--- src/rtl/nrst_seq_pkg.sv ---
// Shared types and sizing helpers for the staged reset sequencer.
package nrst_seq_pkg;

  typedef enum logic [1:0] {
    ST_HOLD = 2'd0,
    ST_STEP = 2'd1,
    ST_RUN  = 2'd2
  } nrst_seq_state_t;

  // Counter is wide enough to hold the longer interval without saturating.
  function automatic int cnt_width(input int hold, input int step);
    int m;
    m = (hold > step) ? hold : step;
    return $clog2(m + 1);
  endfunction

endpackage

--- src/rtl/nrst_sequencer_if.sv ---
// Soft-reset request in, staged resets / status / debug state out.
// The master drives SRST_REQ_I (level, sampled every edge, no handshake); the slave owns all other signals, which are registered.
interface nrst_sequencer_if #(
  parameter int N_OUT = 4
);
  import nrst_seq_pkg::*;

  logic             SRST_REQ_I;
  logic [N_OUT-1:0] NRST_O;
  logic             READY_O;
  logic             BUSY_O;
  nrst_seq_state_t  state_dbg;

  modport master (
    output SRST_REQ_I,
    input  NRST_O, READY_O, BUSY_O, state_dbg
  );

  modport slave (
    input  SRST_REQ_I,
    output NRST_O, READY_O, BUSY_O, state_dbg
  );

endinterface

--- src/rtl/nrst_seq_timer.sv ---
// Interval timer: counts enabled edges and flags the edge on which the count reaches limit_i.
module nrst_seq_timer #(
  parameter int CNT_W = 5
) (
  input  logic             clk_i,
  input  logic             nrst_i,
  input  logic             clear_i,
  input  logic             enable_i,
  input  logic [CNT_W-1:0] limit_i,
  output logic             tc_o
);

  logic [CNT_W-1:0] cnt_q, cnt_d;

  // cnt_q holds edges already counted, so the current edge is the limit-th one.
  assign tc_o = enable_i && !clear_i && (cnt_q == (limit_i - CNT_W'(1)));

  always_comb begin
    cnt_d = cnt_q;
    if (clear_i)       cnt_d = '0;
    else if (enable_i) cnt_d = tc_o ? '0 : cnt_q + CNT_W'(1);
  end

  always_ff @(posedge clk_i or negedge nrst_i) begin
    if (!nrst_i) cnt_q <= '0;
    else         cnt_q <= cnt_d;
  end

endmodule

--- src/rtl/nrst_sequencer.sv ---
// Staged reset release: hold, then one NRST_O bit per step interval, then READY_O.
// A level soft-reset request collapses every output and restarts the hold.
module nrst_sequencer
  import nrst_seq_pkg::*;
#(
  parameter int N_OUT       = 4,
  parameter int HOLD_CYCLES = 16,
  parameter int STEP_CYCLES = 8
) (
  input  logic            CLK_I,
  input  logic            NRST_I,
  nrst_sequencer_if.slave bus
);

  localparam int CNT_W = cnt_width(HOLD_CYCLES, STEP_CYCLES);
  localparam int IDX_W = (N_OUT > 1) ? $clog2(N_OUT) : 1;

  if (N_OUT < 1 || HOLD_CYCLES < 1 || STEP_CYCLES < 1) begin : g_bad_params
    $error("nrst_sequencer: N_OUT, HOLD_CYCLES and STEP_CYCLES must all be >= 1");
  end

  nrst_seq_state_t  state_q, state_d;
  logic [IDX_W-1:0] idx_q, idx_d;
  logic [N_OUT-1:0] nrst_q, nrst_d;
  logic             ready_q, ready_d;
  logic             busy_q, busy_d;
  logic             srst;
  logic             tc;
  logic             last;
  logic [CNT_W-1:0] limit;

  assign srst  = bus.SRST_REQ_I;
  assign last  = (idx_q == IDX_W'(N_OUT - 1));
  assign limit = (state_q == ST_HOLD) ? CNT_W'(HOLD_CYCLES) : CNT_W'(STEP_CYCLES);

  nrst_seq_timer #(.CNT_W(CNT_W)) u_timer (
    .clk_i    (CLK_I),
    .nrst_i   (NRST_I),
    .clear_i  (srst),
    .enable_i (state_q != ST_RUN),
    .limit_i  (limit),
    .tc_o     (tc)
  );

  always_ff @(posedge CLK_I or negedge NRST_I) begin
    if (!NRST_I) begin
      state_q <= ST_HOLD;
      idx_q   <= '0;
      nrst_q  <= '0;
      ready_q <= 1'b0;
      busy_q  <= 1'b1;
    end else begin
      state_q <= state_d;
      idx_q   <= idx_d;
      nrst_q  <= nrst_d;
      ready_q <= ready_d;
      busy_q  <= busy_d;
    end
  end

  always_comb begin
    state_d = state_q;
    if (srst) begin
      state_d = ST_HOLD;
    end else begin
      case (state_q)
        ST_HOLD: if (tc) state_d = (N_OUT == 1) ? ST_RUN : ST_STEP;
        ST_STEP: if (tc && last) state_d = ST_RUN;
        ST_RUN:  state_d = ST_RUN;
        default: state_d = ST_HOLD;
      endcase
    end
  end

  // Soft request has priority, so a release due on the same edge never happens.
  always_comb begin
    nrst_d  = nrst_q;
    idx_d   = idx_q;
    ready_d = (state_d == ST_RUN);
    busy_d  = (state_d != ST_RUN);
    if (srst) begin
      nrst_d = '0;
      idx_d  = '0;
    end else if (tc) begin
      for (int i = 0; i < N_OUT; i++) begin
        if (IDX_W'(i) == idx_q) nrst_d[i] = 1'b1;
      end
      if (!last) idx_d = idx_q + IDX_W'(1);
    end
  end

  assign bus.NRST_O    = nrst_q;
  assign bus.READY_O   = ready_q;
  assign bus.BUSY_O    = busy_q;
  assign bus.state_dbg = state_q;

  // Released bits always form a contiguous run from bit 0.
  a_thermometer: assert property (@(posedge CLK_I) disable iff (!NRST_I)
    (nrst_q & (nrst_q + N_OUT'(1))) == '0);

endmodule

--- src/flat_wrapper.sv ---
// flat-port wrapper written by rule: the top's interface ports become plain ports
module nrst_sequencer_flat import nrst_seq_pkg::*;
#(
  parameter int N_OUT       = 4,
  parameter int HOLD_CYCLES = 16,
  parameter int STEP_CYCLES = 8
)
  (CLK_I, NRST_I, bus_SRST_REQ_I, bus_NRST_O, bus_READY_O, bus_BUSY_O, bus_state_dbg);
  nrst_sequencer_if #(.N_OUT(N_OUT)) bus_i ();
  input  logic CLK_I;
  input  logic NRST_I;
  input wire logic [$bits(bus_i.SRST_REQ_I)-1:0] bus_SRST_REQ_I;
  output wire logic [$bits(bus_i.NRST_O)-1:0] bus_NRST_O;
  output wire logic [$bits(bus_i.READY_O)-1:0] bus_READY_O;
  output wire logic [$bits(bus_i.BUSY_O)-1:0] bus_BUSY_O;
  output wire logic [$bits(bus_i.state_dbg)-1:0] bus_state_dbg;
  assign bus_i.SRST_REQ_I = bus_SRST_REQ_I;
  assign bus_NRST_O = bus_i.NRST_O;
  assign bus_READY_O = bus_i.READY_O;
  assign bus_BUSY_O = bus_i.BUSY_O;
  assign bus_state_dbg = bus_i.state_dbg;
  nrst_sequencer #(.N_OUT(N_OUT), .HOLD_CYCLES(HOLD_CYCLES), .STEP_CYCLES(STEP_CYCLES)) u_core (.CLK_I(CLK_I), .NRST_I(NRST_I), .bus(bus_i));
endmodule
--- config.mk ---
export PLATFORM = sky130hd
export DESIGN_NAME = nrst_sequencer_flat
export DESIGN_NICKNAME = d
export VERILOG_FILES = /design/src/rtl/nrst_seq_pkg.sv /design/src/rtl/nrst_sequencer_if.sv /design/src/rtl/nrst_seq_timer.sv /design/src/rtl/nrst_sequencer.sv /design/src/flat_wrapper.sv
export SDC_FILE = /design/constraint.sdc
export NUM_CORES = 1
export LEC_CHECK = 0
export CORE_MARGIN = 3
export CORE_UTILIZATION = 40
export CTS_BUF_LIST = sky130_fd_sc_hd__clkbuf_4 sky130_fd_sc_hd__clkbuf_8
export DETAILED_ROUTE_END_ITERATION = 8
export SYNTH_ARGS = -nofsm -noshare
export SYNTH_HDL_FRONTEND = slang
export SYNTH_SLANG_ARGS = --single-unit
--- constraint.sdc ---
create_clock -name CLK_I -period 4.3 [get_ports CLK_I]
set_clock_uncertainty 0.05 [all_clocks]
set_input_delay 0.43 -clock CLK_I [delete_from_list [all_inputs] [get_ports CLK_I]]
set_output_delay 0.43 -clock CLK_I [all_outputs]
set_load 0.02 [all_outputs]
---- Yosys cells after proc, flatten, opt, wreduce, memory -nomap -nowiden ----
Index checks and enable logic that the tools add are counted.
word-level totals
  memories kept ........................... 0
  bits in registers ....................... 15
  word-level logic and storage cells ...... 57
  latch bits .............................. 0
  RAM bits ................................ 0
  bits in read-only memories .............. 0
  input bits .............................. 3
operators by class
  muxes and demuxes ....................... 17
  shifts and indexed selects .............. 0
  $add $sub $neg .......................... 3
  order comparisons ....................... 0
  $mul .................................... 0
  reduce and logical (&&, ||, !) cells .... 17
  eq/ne operators ......................... 11
  div/mod/pow operators ................... 0
  bitwise gates (word level) .............. 0
operators with widths
  cell                 count
  $mux 5               4
  $mux 2               6
  $reduce_bool 2->1    6
  $reduce_and 2->1     5
  $mux 4               2
  $eq 2x2->1 const B   3
  $ne 2x2->1 const B   3
  $pmux 2 s3           1
  $add 5x1->5 const B  1
  $eq 5x5->1           1
  $sub 5x1->5 const B  1
  $eq 2x2->1 const A   2
  $logic_not 2->1      2
  $mux 1               4
  $logic_and 1x1->1    3
  $add 2x1->2 const B  1
  $eq 1x2->1 const A   1
  $eq 2x1->1 const B   1
  $logic_not 1->1      1

---- Depth between registers and ports, before layout ----
  depth after elaboration ................. 10
  depth in mapped cells ................... 6

---- By module ----
A second synthesis with hierarchy kept.
second synthesis, totals
  cells, all modules ...................... 81
  area total of the unflattened synthesis .. 843.3 um^2
modules (own cells, without submodules)
  module          times used  sequential area each (um^2)  cells each  area an instance (um^2)
  nrst_sequencer  1           251.5                        41          446.7
  nrst_seq_timer  1           125.1                        40          396.6

---- Least setup slack after synthesis ----
OpenSTA, ideal clock, no wires.
  path kind ............................... flip-flop to flip-flop
  from .................................... reg u_core.state_q[1], in the netlist u_core.bus.state_dbg[1]
  to ...................................... reg u_core.nrst_q[0], in the netlist u_core.bus.NRST_O[0]
  setup time .............................. 132 ps
  arrival time ............................ 1405 ps
  path slack .............................. 2713 ps
  stages on the path, launching flop included .. 6
  period minus slack after synthesis ...... 1587 ps
  path buffers ............................ 1
  cell sequence ........................... dfrtp_1 -> or3_4 -> and4_1 -> buf_2 -> a21oi_1 -> nor2_1
on the way
  cells in the longest elaborated chain, start to end .. 7
  elaborated cells between the ends (all ways) .. 9
RTL lines
  item                             RTL line              text
  from (decl)                      nrst_sequencer.sv:22  nrst_seq_state_t state_q, state_d;
  from (signal assigned)           nrst_sequencer.sv:53  state_q <= state_d;
  $logic_not 2->1                  nrst_sequencer.sv:34  assign limit = (state_q == ST_HOLD) ? CNT_W'(HOLD_CYCLES) : CNT_W'(STEP_CYCLES);
  $mux 5                           nrst_sequencer.sv:34
  $sub 5x1->5                      nrst_seq_timer.sv:16  assign tc_o = enable_i && !clear_i && (cnt_q == (limit_i - CNT_W'(1)));
  $eq 5x5->1                       nrst_seq_timer.sv:16
  $logic_and 1x1->1 (*)            nrst_seq_timer.sv:16
  $reduce_bool 2->1 (no line) (*)  -
  $reduce_and 2->1 (no line) (*)   -
  to (signal assigned)             nrst_sequencer.sv:55  nrst_q <= nrst_d;
  to (decl)                        nrst_sequencer.sv:24  logic [N_OUT-1:0] nrst_q, nrst_d;
Mark *: on every way between the ends. The rest lies on a longest branch, timed or not.
A chain may end at the register's enable or synchronous reset.

---- Worst setup path after layout ----
  from .................................... in bus_SRST_REQ_I
  to ...................................... reg u_core.idx_q[0]
on the way
  cells in the longest elaborated chain, start to end .. 5
  elaborated cells between the ends (all ways) .. 7
RTL lines
  item                             RTL line              text
  from (decl)                      flat_wrapper.sv:12    input wire logic [$bits(bus_i.SRST_REQ_I)-1:0] bus_SRST_REQ_I;
  $logic_not 1->1                  nrst_seq_timer.sv:16
  $logic_and 1x1->1 (2 in series)  nrst_seq_timer.sv:16
  $reduce_bool 2->1 (no line)      -
  $reduce_and 2->1 (no line)       -
  to (signal assigned)             nrst_sequencer.sv:54  idx_q <= idx_d;
  to (decl)                        nrst_sequencer.sv:23  logic [IDX_W-1:0] idx_q, idx_d;
Several ways; a longest one is shown, not always the timed one.

==> results.txt <==
share of layout cells above drive strength 1 -> 10.3%
outcome -> finished clean
WL met2 -> 573 µm
post-synthesis cell count -> 77
# port buffers -> 10
drt via density -> 5.20
initial cell density of the core -> 43.7%
Vias -> 582
Worst Hold Path EP -> u_core.bus.NRST_O[1]
worst hold start -> u_core.bus.NRST_O[1]
final antenna-violating net count -> 0
CTS Buf Count -> 3
P_leak -> 0.379 nW
RePlAce Congestion -> 0.740
Max Clk Rate -> 479 MHz
post-cts sizing count -> 0
drt pass-1 iters -> 4
Power Internal -> 0.190 mW
hold_ws -> 0.460 ns
net switching power -> 0.0498 mW
clk buf depth -> 2
total power -> 0.240 mW
worst r2r src -> u_core.u_timer.cnt_q[0]
Post-Route Setup TNS -> 0 ns
Power Density -> 263 mW/mm²
largest net degree at the start of global routing -> 16
Routed WL -> 1320 µm
Logic pwr share -> 5.1%
# rows -> 15
switching share of power -> 20.7%
count of warnings emitted by yosys -> 0
Root Buffer -> clkbuf_4
post-CTS setup buffer count -> 0
first-pass GRT wire length -> 2350 µm
initial antenna violation count -> 0
FF-to-FF path depth -> 5
Slew Limit Fails -> 0
CTS Hold Bufs -> 0
Clock power frac -> 34.1%
GRT Resource Usage Total -> 12.4%
H-tree lvl count -> 1
syn avg cell area -> 10.1 µm²
fin crit share -> 48.6%
Core Box Area -> 0.00178 mm²
CTS tree -> built
Final Hold Fails -> 0
r2r setup slk -> 2.61 ns
clk sinks -> 15
max_cap viols -> 0
fin area -> 913 µm²
number of DRC markers in iteration 0 -> 6
worst vdd ir -> 0.229 mV
I/O pin cnt -> 11
final routed DRC violation total -> 0
GRT overflow -> 0
#FFs+latches synth -> 15
Worst-path clk slew -> 0.08 ns
sequential share of the synthesized area -> 48.3%
Primary FF master, synth -> dfrtp_1
post-DP HPWL -> 978 µm
Area growth syn-to-layout -> 17.2%
Post-Place Cells -> 108
worst setup path class -> in2reg
final setup fails -> 0
worst-margin pin slew -> 0.642 ns
Worst Hold Depth -> 2
startpoint types -> input port
number of synthesized flops with an enable pin -> 0
total die area -> 0.00251 mm²
Crit Reg-Reg Endpoint -> u_core.idx_q[0]
Post-Syn Area -> 779 µm²
share of power burned in registers -> 60.8%
Slew headroom -> 57.0%
Tmin final -> 2.09 ns
Routed met3 length -> 73 µm
dpl cell area -> 883 µm²
nets -> 96
ys async rst share -> 100%
crit end category -> flip-flop
max layer used -> met4
chip width -> 50.1 µm
crit-path max FO -> 15
RSZ-0062 raised after global routing -> false
vias in the first global route -> 534
Die Ht -> 50.1 µm
Post-Route M1 WL -> 662 µm
Netlist cell types -> 31
Hold Crit Class -> reg2reg
Req. time, crit path -> 4.45 ns
antenna cells -> 0
clock latency on the worst-skew pair -> 0.27 ns
final non-filler cell total -> 112
drt wl/cell -> 11.8 µm
WP data arrival -> 2.23 ns
Mapped Nets -> 85
state kept, by name (all words and copies together), names as in the netlist:
name                  count
u_core.bus.BUSY_O         1
u_core.bus.NRST_O         4
u_core.idx_q              2
u_core.bus.READY_O        1
u_core.bus.state_dbg      2
u_core.u_timer.cnt_q      5
layout by cell type (no fill, tap or decap), types with 2 or more instances in the layout:
| cell type | n |
|---|---|
| nand3_1 | 2 |
| o21ai_0 | 5 |
| clkbuf_4 | 4 |
| inv_1 | 4 |
| ha_1 | 5 |
| dfrtp_1 | 14 |
| o32ai_1 | 2 |
| clkdlybuf4s50_1 | 10 |
| a21oi_1 | 9 |
| nand4_1 | 2 |
| nor2_1 | 7 |
| nand2_1 | 5 |
| nor3_1 | 2 |
worst max path at each step:
stage                                  from              endpoint  cells after the start
global route                 bus_SRST_REQ_I       u_core.idx_q[0]                      5
CTS                          bus_SRST_REQ_I       u_core.idx_q[0]                      5
finish                       bus_SRST_REQ_I       u_core.idx_q[0]                      5
detailed placement           bus_SRST_REQ_I       u_core.idx_q[0]                      5
floorplan           u_core.bus.state_dbg[1]  u_core.bus.NRST_O[0]                      5
global placement             bus_SRST_REQ_I       u_core.idx_q[0]                      5
Yosys cell counts, types with 2 or more instances:
| library cell | n | area, µm² |
|---|---|---|
| nand2_1 | 5 | 18.8 |
| nor2_1 | 7 | 26.3 |
| inv_1 | 4 | 15.0 |
| o21ai_0 | 5 | 25.0 |
| nor3_1 | 2 | 10.0 |
| ha_1 | 5 | 62.6 |
| dfrtp_1 | 14 | 350 |
| a21oi_1 | 9 | 45.0 |
| nand3_1 | 2 | 10.0 |
| nand4_1 | 2 | 12.5 |
| o32ai_1 | 2 | 17.5 |
critical path, cell delays in order:
cell and delay (ns):
clkdlybuf4s50_1 0.68, and4bb_2 0.51, nand4_2 0.15, or3_1 0.34, a21oi_1 0.12
area by class of cell:
type                            instances  area (µm²)
Clock buffer                            4        30.0
Fill cell                             190         870
Inverter                                4        15.0
Multi-Input combinational cell         54         360
Sequential cell                        15         377
Tap cell                               25        31.3
Timing Repair Buffer                   10         100
per-stage QoR:
step / util (%) / setup slack, ns
6_report: 51.2 / 2.21
5_1_grt: 51.2 / 2.16
4_1_cts: 51.2 / 2.23
3_5_place_dp: 49.5 / 1.92
3_3_place_gp: 49.5 / 1.98
2_1_floorplan: - / 2.71
power groups by stage:
stage	clock [mW]	combinational (mW)	sequential [mW]
detailed placement	0	0.0125	0.149
global route	0.0953	0.0139	0.146
floorplan	0	0.00656	0.148
global placement	0	0.0124	0.149
finish	0.0820	0.0122	0.146
CTS	0.0878	0.0126	0.146
per-layer routing:
metal	global-route usage, %	vias up
met5	0	-
met4	2.76	0
met3	6.82	2
met2	18.3	10
met1	15.7	280
li1	-	290
cell families (layout without fill, tap and decap cells):
| family | count (synthesis) | after routing | synth area share (%) |
|---|---|---|---|
| flip-flops | 15 | 15 | 48.3 |
| AO/OA/AOI/OAI | 17 | 17 | 12.4 |
| AND/OR/NAND/NOR | 29 | 29 | 22.3 |
| XOR/XNOR | 2 | 2 | 2.25 |
| adder cells (fa/ha/maj) | 5 | 5 | 8.03 |
| buffers and inverters | 8 | 18 | 5.46 |
| multiplexers | 1 | 1 | 1.28 |
Power figures use the tool's default switching activity.
